===== src/rtl/csa_pkg.sv =====
// Shared types and constants for the carry-save accumulator.
package csa_pkg;
  typedef enum logic [1:0] {ACCUM, RESOLVE, OUTPUT} state_t;

  localparam int DEF_WIDTH     = 8;
  localparam int DEF_ACC_WIDTH = 16;
  localparam int DEF_CPA_CHUNK = 4;

  localparam int              CNT_W   = 8;
  localparam logic [CNT_W-1:0] CNT_MAX = '1;
endpackage


===== src/rtl/csa_3to2.sv =====
// Bitwise 3:2 compressor: one full adder per bit, no carry chain.
module csa_3to2 #(
  parameter int W = 16
) (
  input  logic [W-1:0] a,
  input  logic [W-1:0] b,
  input  logic [W-1:0] c,
  output logic [W-1:0] s,
  output logic [W-1:0] m
);
  for (genvar i = 0; i < W; i++) begin : g_fa
    assign s[i] = a[i] ^ b[i] ^ c[i];
    assign m[i] = (a[i] & b[i]) | (a[i] & c[i]) | (b[i] & c[i]);
  end
endmodule


===== src/rtl/csa_accum.sv =====
// Streaming accumulator: carry-save running total per frame, resolved by a
// chunked carry-propagate pass, one binary result per frame.
module csa_accum
  import csa_pkg::*;
#(
  parameter int WIDTH     = DEF_WIDTH,
  parameter int ACC_WIDTH = DEF_ACC_WIDTH,
  parameter int CPA_CHUNK = DEF_CPA_CHUNK
) (
  input  logic                 clk,
  input  logic                 rst,
  input  logic                 in_valid,
  output logic                 in_ready,
  input  logic [WIDTH-1:0]     in_data,
  input  logic                 in_last,
  output logic                 out_valid,
  input  logic                 out_ready,
  output logic [ACC_WIDTH-1:0] out_sum,
  output logic [CNT_W-1:0]     out_count,
  output logic                 out_overflow
);
  localparam int K  = ACC_WIDTH / CPA_CHUNK;
  localparam int CW = (K > 1) ? $clog2(K) : 1;

  state_t state, state_nx;

  logic [ACC_WIDTH-1:0] s_reg, c_reg, x, s_nx, m_nx;
  logic [CNT_W-1:0]     count;
  logic                 ovf, cy, co, chunk_last;
  logic [CW-1:0]        chunk;
  logic [CPA_CHUNK-1:0] csum;
  logic [K-1:0][CPA_CHUNK-1:0] s_ch, c_ch, res, res_nx;

  assign in_ready = (state == ACCUM);
  assign x        = ACC_WIDTH'(in_data);

  csa_3to2 #(.W(ACC_WIDTH)) u_csa (
    .a(s_reg), .b(c_reg), .c(x), .s(s_nx), .m(m_nx)
  );

  // Chunk view of the redundant pair; one chunk is resolved per cycle.
  assign s_ch       = s_reg;
  assign c_ch       = c_reg;
  assign chunk_last = (chunk == CW'(K - 1));
  assign {co, csum} = {1'b0, s_ch[chunk]} + {1'b0, c_ch[chunk]}
                    + {{CPA_CHUNK{1'b0}}, cy};

  always_comb begin
    res_nx        = res;
    res_nx[chunk] = csum;
  end

  always_ff @(posedge clk or posedge rst) begin
    if (rst) state <= ACCUM;
    else     state <= state_nx;
  end

  always_comb begin
    state_nx = state;
    unique case (state)
      ACCUM:   if (in_valid && in_last) state_nx = RESOLVE;
      RESOLVE: if (chunk_last)          state_nx = OUTPUT;
      OUTPUT:  if (out_ready)           state_nx = ACCUM;
      default:                          state_nx = ACCUM;
    endcase
  end

  always_ff @(posedge clk or posedge rst) begin
    if (rst) begin
      s_reg        <= '0;
      c_reg        <= '0;
      count        <= '0;
      ovf          <= 1'b0;
      cy           <= 1'b0;
      chunk        <= '0;
      res          <= '0;
      out_valid    <= 1'b0;
      out_sum      <= '0;
      out_count    <= '0;
      out_overflow <= 1'b0;
    end else begin
      unique case (state)
        ACCUM: if (in_valid) begin
          s_reg <= s_nx;
          // The majority MSB has no place left to shift into: it is a lost 2^ACC_WIDTH.
          c_reg <= {m_nx[ACC_WIDTH-2:0], 1'b0};
          ovf   <= ovf | m_nx[ACC_WIDTH-1];
          if (count != CNT_MAX) count <= count + CNT_W'(1);
          if (in_last) begin
            cy    <= 1'b0;
            chunk <= '0;
          end
        end
        RESOLVE: begin
          res   <= res_nx;
          cy    <= co;
          chunk <= chunk + CW'(1);
          if (chunk_last) begin
            out_sum      <= res_nx;
            out_overflow <= ovf | co;
            out_count    <= count;
            out_valid    <= 1'b1;
          end
        end
        OUTPUT: if (out_ready) begin
          s_reg     <= '0;
          c_reg     <= '0;
          count     <= '0;
          ovf       <= 1'b0;
          cy        <= 1'b0;
          out_valid <= 1'b0;
        end
        default: ;
      endcase
    end
  end
endmodule


===== config.mk =====
export PLATFORM = sky130hd
export DESIGN_NAME = csa_accum
export DESIGN_NICKNAME = d
export VERILOG_FILES = /design/src/rtl/csa_pkg.sv /design/src/rtl/csa_3to2.sv /design/src/rtl/csa_accum.sv
export SDC_FILE = /design/constraint.sdc
export NUM_CORES = 1
export LEC_CHECK = 0
export CORE_ASPECT_RATIO = 0.9
export CORE_MARGIN = 5
export CORE_UTILIZATION = 63
export DETAILED_ROUTE_END_ITERATION = 6
export DONT_BUFFER_PORTS = 1
export PLACE_DENSITY = 0.79
export SYNTH_ARGS = -nofsm -noshare
export SYNTH_HDL_FRONTEND = slang
export SYNTH_SLANG_ARGS = --single-unit

===== constraint.sdc =====
create_clock -name clk -period 3.5 [get_ports clk]
set_clock_uncertainty 0.2 [all_clocks]
set_input_delay 0.7 -clock clk [delete_from_list [all_inputs] [get_ports clk]]
set_output_delay 0.7 -clock clk [all_outputs]
set_load 0.01 [all_outputs]

==> reports/results.tsv <==
metric	value	unit
Initial Util	0.6516	
Worst IR Drop VDD	0.5902	mV
Hold Crit Class	primary input to flip-flop	
Longest Clk Path Bufs	2	
most frequent cell after synthesis	dfrtp_1	
core area	0.006148	mm²
post-CTS resize count	0	
WL/cell	17.37	µm
Synth cell types	38	
level count of the clock H-tree	3	
synthesized area	0.004006	mm²
Die Ht	85.65	µm
most area-consuming cells after synthesis	dfrtp_1 52%, a22o_1 6.8%, nand2_1 6.6%, ha_1 5.3%, fa_1 4.5%	
clock sink total	83	
1st-pass router iterations	4	
GRT Total Usage	0.2142	
Avg Vias per Cell	6.011	
Final ANT Viol Nets	0	
# setup viols final	0	
hold-fix buffers at CTS	0	
initial antenna violation count	0	
Tmin final	2950	ps
Worst-Margin Slew	1204	ps
clock root buffer	clkbuf_8	
Design Power	0.003839	W
Total Wirelength	7610	µm
Die Area	0.008056	mm²
total gr overflow	0	
vias in the first global route	2757	
worst path arrival time	2940	ps
I/O Buffers	0	
io pins	40	
critical path class	flip-flop to flip-flop	
fin crit share	0.8428	
Critical Path End Type	flip-flop	
1st-iter DRT viols	120	
post-synthesis sequential area ratio	0.5184	
post-CTS setup buffers	0	
largest net degree at the start of global routing	67	
Commonest cells post-synth	83 x dfrtp_1, 70 x nand2_1, 31 x a22o_1	
Setup Total Neg Slack	0	ps
share of layout cells above drive strength 1	0.1225	
global-route wire length before repair	13480	µm
DRC violations left	0	
Synth warnings	0	
Max Slew Vio Count	0	
# Max-Cap Violations	0	
Layout area overhead	6.683	%
Yosys reg bits	83	
pwr/cell area	898.2	mW/mm²
Slew headroom	0.1966	
Avg Synthesized Cell Area	11.48	µm²
Rows	27	
Highest Clock Rate	339.0	MHz
# diodes	0	
syn nets	388	
Required @ worst endpoint	3490	ps
status	finished clean	
FFs w/ async S/R, synth	1.000	
Post-DP HPWL	5395	µm
Reg clk slew, reported paths	80	ps
worst hold slack	223.7	ps
Final #Nets	385	
via count	2633	
ys flop type	dfrtp_1	
Num CTS Buffers	9	
Synth top area share	0.5184	
global placer's final weighted congestion	0.8441	
Lkg Pwr	2.064	nW
die width	94.06	µm
RSZ-0062 raised after global routing	no	
Clk Latency, worst-skew pair	350	ps
TritonCTS clock tree	built	
area leader, netlist	dfrtp_1	
Post-Synthesis Cells	349	
Worst setup SP type	flip-flop	
final-report hold violation count	0	
number of flops mapped to enable cells by yosys	0	
worst-path maximum fanout	7	
## power by group
group	leakage, nW	switching [W]	internal (W)
logic	0.883	0.000815	0.000683
registers	1.08	0.000366	0.00130
clock network	0.0991	0.000333	0.000346
total	2.06	0.00151	0.00233
## registers in the layout, summed over array words and instances (netlist names)
| name | flops |
|---|---|
| out_count | 8 |
| chunk | 2 |
| c_ch | 15 |
| ovf | 1 |
| res | 12 |
| out_sum | 16 |
| state | 2 |
| s_ch | 16 |
| count | 8 |
| out_overflow | 1 |
| cy | 1 |
| out_valid | 1 |
## area by class of cell
cell class / count / area [µm²]
Timing Repair Buffer: 6 / 45.04
Clock buffer: 11 / 141.4
Fill cell: 466 / 1874
Inverter: 5 / 20.02
Multi-Input combinational cell: 241 / 1829
Tap cell: 87 / 108.9
Sequential cell: 83 / 2077
Clock inverter: 5 / 52.55
## final timing paths
path / startpoint / to / slack, ps / cells after the start
hold reg to reg: res[7] / res[7] / 280 / 2
max in group asynchronous: rst / count[2] / 2080 / 2
setup / recovery: s_ch[12] / out_sum[2] / 550 / 7
hold / removal: out_ready / state[1] / 220 / 1
setup reg to reg: s_ch[12] / out_sum[2] / 550 / 7
min in group asynchronous: rst / out_sum[8] / 270 / 1
## layout by cell type (no fill, tap or decap), drive strengths merged, types with 8 or more instances in the layout
master,n
dfrtp,83
clkbuf,11
fa,9
a22o,31
mux2,12
nand2,70
mux2i,8
o21ai,30
ha,17
a21oi,10
## cell families after synthesis
| logic type | Yosys count | synth area share |
|---|---|---|
| adder cells (fa/ha/maj) | 26 | 0.09806 |
| XOR/XNOR | 2 | 0.004373 |
| buffers and inverters | 25 | 0.02561 |
| AND/OR/NAND/NOR | 105 | 0.1221 |
| multiplexers | 27 | 0.09307 |
| flip-flops | 83 | 0.5184 |
| AO/OA/AOI/OAI | 81 | 0.1384 |
## per-layer routing
layer | routed length (µm) | share of wire | track usage | up-vias
met1 | 3485 | 0.46 | 0.2907 | 1319
met5 | 0 | 0 | 0 | -
met4 | 140 | 0.018 | 0.06168 | 0
li1 | - | - | - | 1245
met2 | 3500 | 0.46 | 0.3250 | 53
met3 | 484 | 0.064 | 0.08158 | 16
## through the flow
stage | area, µm² | setup WS [ps] | util | cells
after floorplan | 4006 | 463.2 | - | 349
after global placement | 4080 | 660.1 | 0.6636 | 422
after detailed placement | 4080 | 568.7 | 0.6636 | 422
after CTS | 4274 | 557.3 | 0.6952 | 438
after global routing | 4274 | 302.6 | 0.6952 | 438
final | 4274 | 550.1 | 0.6952 | 438
## critical path, stage by stage, from the launching register on
cell	delay (ps)
dfrtp_1	420
mux4_2	500
fa_1	450
fa_1	420
xnor2_1	530
nand2_1	100
o21ai_0	90
o21ai_0	100
Note: power is estimated with default switching activity, not from simulation.
==> edit: new RTL, config.mk and constraints unchanged <==
`DEF_CPA_CHUNK`: 4 -> 2.
--- a/src/rtl/csa_pkg.sv
+++ b/src/rtl/csa_pkg.sv
@@ -5,5 +5,5 @@
   localparam int DEF_WIDTH     = 8;
   localparam int DEF_ACC_WIDTH = 16;
-  localparam int DEF_CPA_CHUNK = 4;
+  localparam int DEF_CPA_CHUNK = 2;
 
   localparam int              CNT_W   = 8;
Formal check against the unedited RTL: not equivalent (Yosys sat finds a counterexample within 10 cycles, from zero or initial values and one cycle with rst high).
==> edit against the original RTL <==
- sequential power up 7%
- worst setup slack worse by 0.10 ns
- clock power increased by 16%
- wire length grew 5.9%
- utilization decreased by 0.49 points
- maximum frequency decreased by 3.4%
- sequential cell count rose by 5
- power up 6.5%
- area after synthesis up 5.5%
- final area is 5.8% higher
==> edit: results <==
set metrics [dict create \
    drive_above_1_share_pct 13.4 \
    place_worst_setup_slack_ns 0.413 \
    area_share_clock_buf_inv_pct 4.93 \
    use_met2_pct 32.3 \
    layout.comb_gates.multi_input 257 \
    synth-compound-area-share_pct 17.0 \
    cell_int_power_mw 2.53 \
    initialDrtViolationCount 194 \
    multiInputGateArea_um2 1880 \
    timing.rr.end "out_sum[11]" \
    worst_r2r_startpoint "chunk[1]" \
    dp_hpwl_um 5590 \
    global_route.usage.met3_pct 6.70 \
    tightest_slew_ns 0.894 \
    timing.reg2reg.setup_slack_ns 0.45 \
    muxShareOfSynthArea_pct 8.70 \
    leading_cell_types_by_count_after_synthesis "sky130_fd_sc_hd__dfrtp_1 (88), sky130_fd_sc_hd__nand2_1 (47), sky130_fd_sc_hd__o21ai_0 (40), sky130_fd_sc_hd__a22o_1 (34), sky130_fd_sc_hd__mux2_2 (22)" \
    wirelength_um 8060 \
    met1Wirelength_um 3700 \
    fillerInstances 486 \
    layout.nets 404 \
    grt_util_met1_pct 30.0 \
    place.detailed.instances 449 \
    synth_nets 411 \
    synth_xor_area_share_pct 0 \
    drt_pass_1_iters 5 \
    met3_wirelength_um 483 \
    via_count_of_the_first_global_routing_pass 2819 \
    synth_cell_types 42 \
    total_routing_resource_utilization_after_global_routing_pct 21.1 \
    bufAreaShareNonClock_pct 1.94 \
    seq_area_frac_synth_pct 52.1 \
    run_status "finished clean" \
    critPathSlowestCell "sky130_fd_sc_hd__dfrtp_1" \
    nonClockInverterCount 4 \
    vias_per_cell 6.10 \
    wl_per_cell_um 17.4 \
    timing.hold.worst.class "in2async" \
    layout_sequential_cell_count 88 \
]
==> edit: worst max path at each step <==
stage          slack (ns)  cells after the start  startpoint           to
2_1_floorplan        0.32                      1         rst     c_ch[10]
3_3_place_gp         0.52                      8    chunk[1]      res[11]
3_5_place_dp         0.41                      9    chunk[1]  out_sum[11]
4_1_cts              0.44                      9    chunk[1]  out_sum[13]
5_1_grt              0.20                     10    chunk[1]  out_sum[11]
6_report             0.45                      9    chunk[1]  out_sum[11]
==> edit: metrics by stage <==
stage,cell area [um^2],hold slack [ns]
floorplan,4230,0.245
global placement,4300,0.258
CTS,4520,0.175
finish,4520,0.157
global route,4520,0.218
detailed placement,4300,0.265
==> edit: logic make-up (layout without fill, tap and decap cells) <==
| logic type | Yosys count | count (layout) |
|---|---|---|
| buffers and inverters | 32 | 28 |
| multiplexers | 34 | 34 |
| AND/OR/NAND/NOR | 97 | 97 |
| adder cells (fa/ha/maj) | 21 | 21 |
| flip-flops | 88 | 88 |
| AO/OA/AOI/OAI | 105 | 105 |
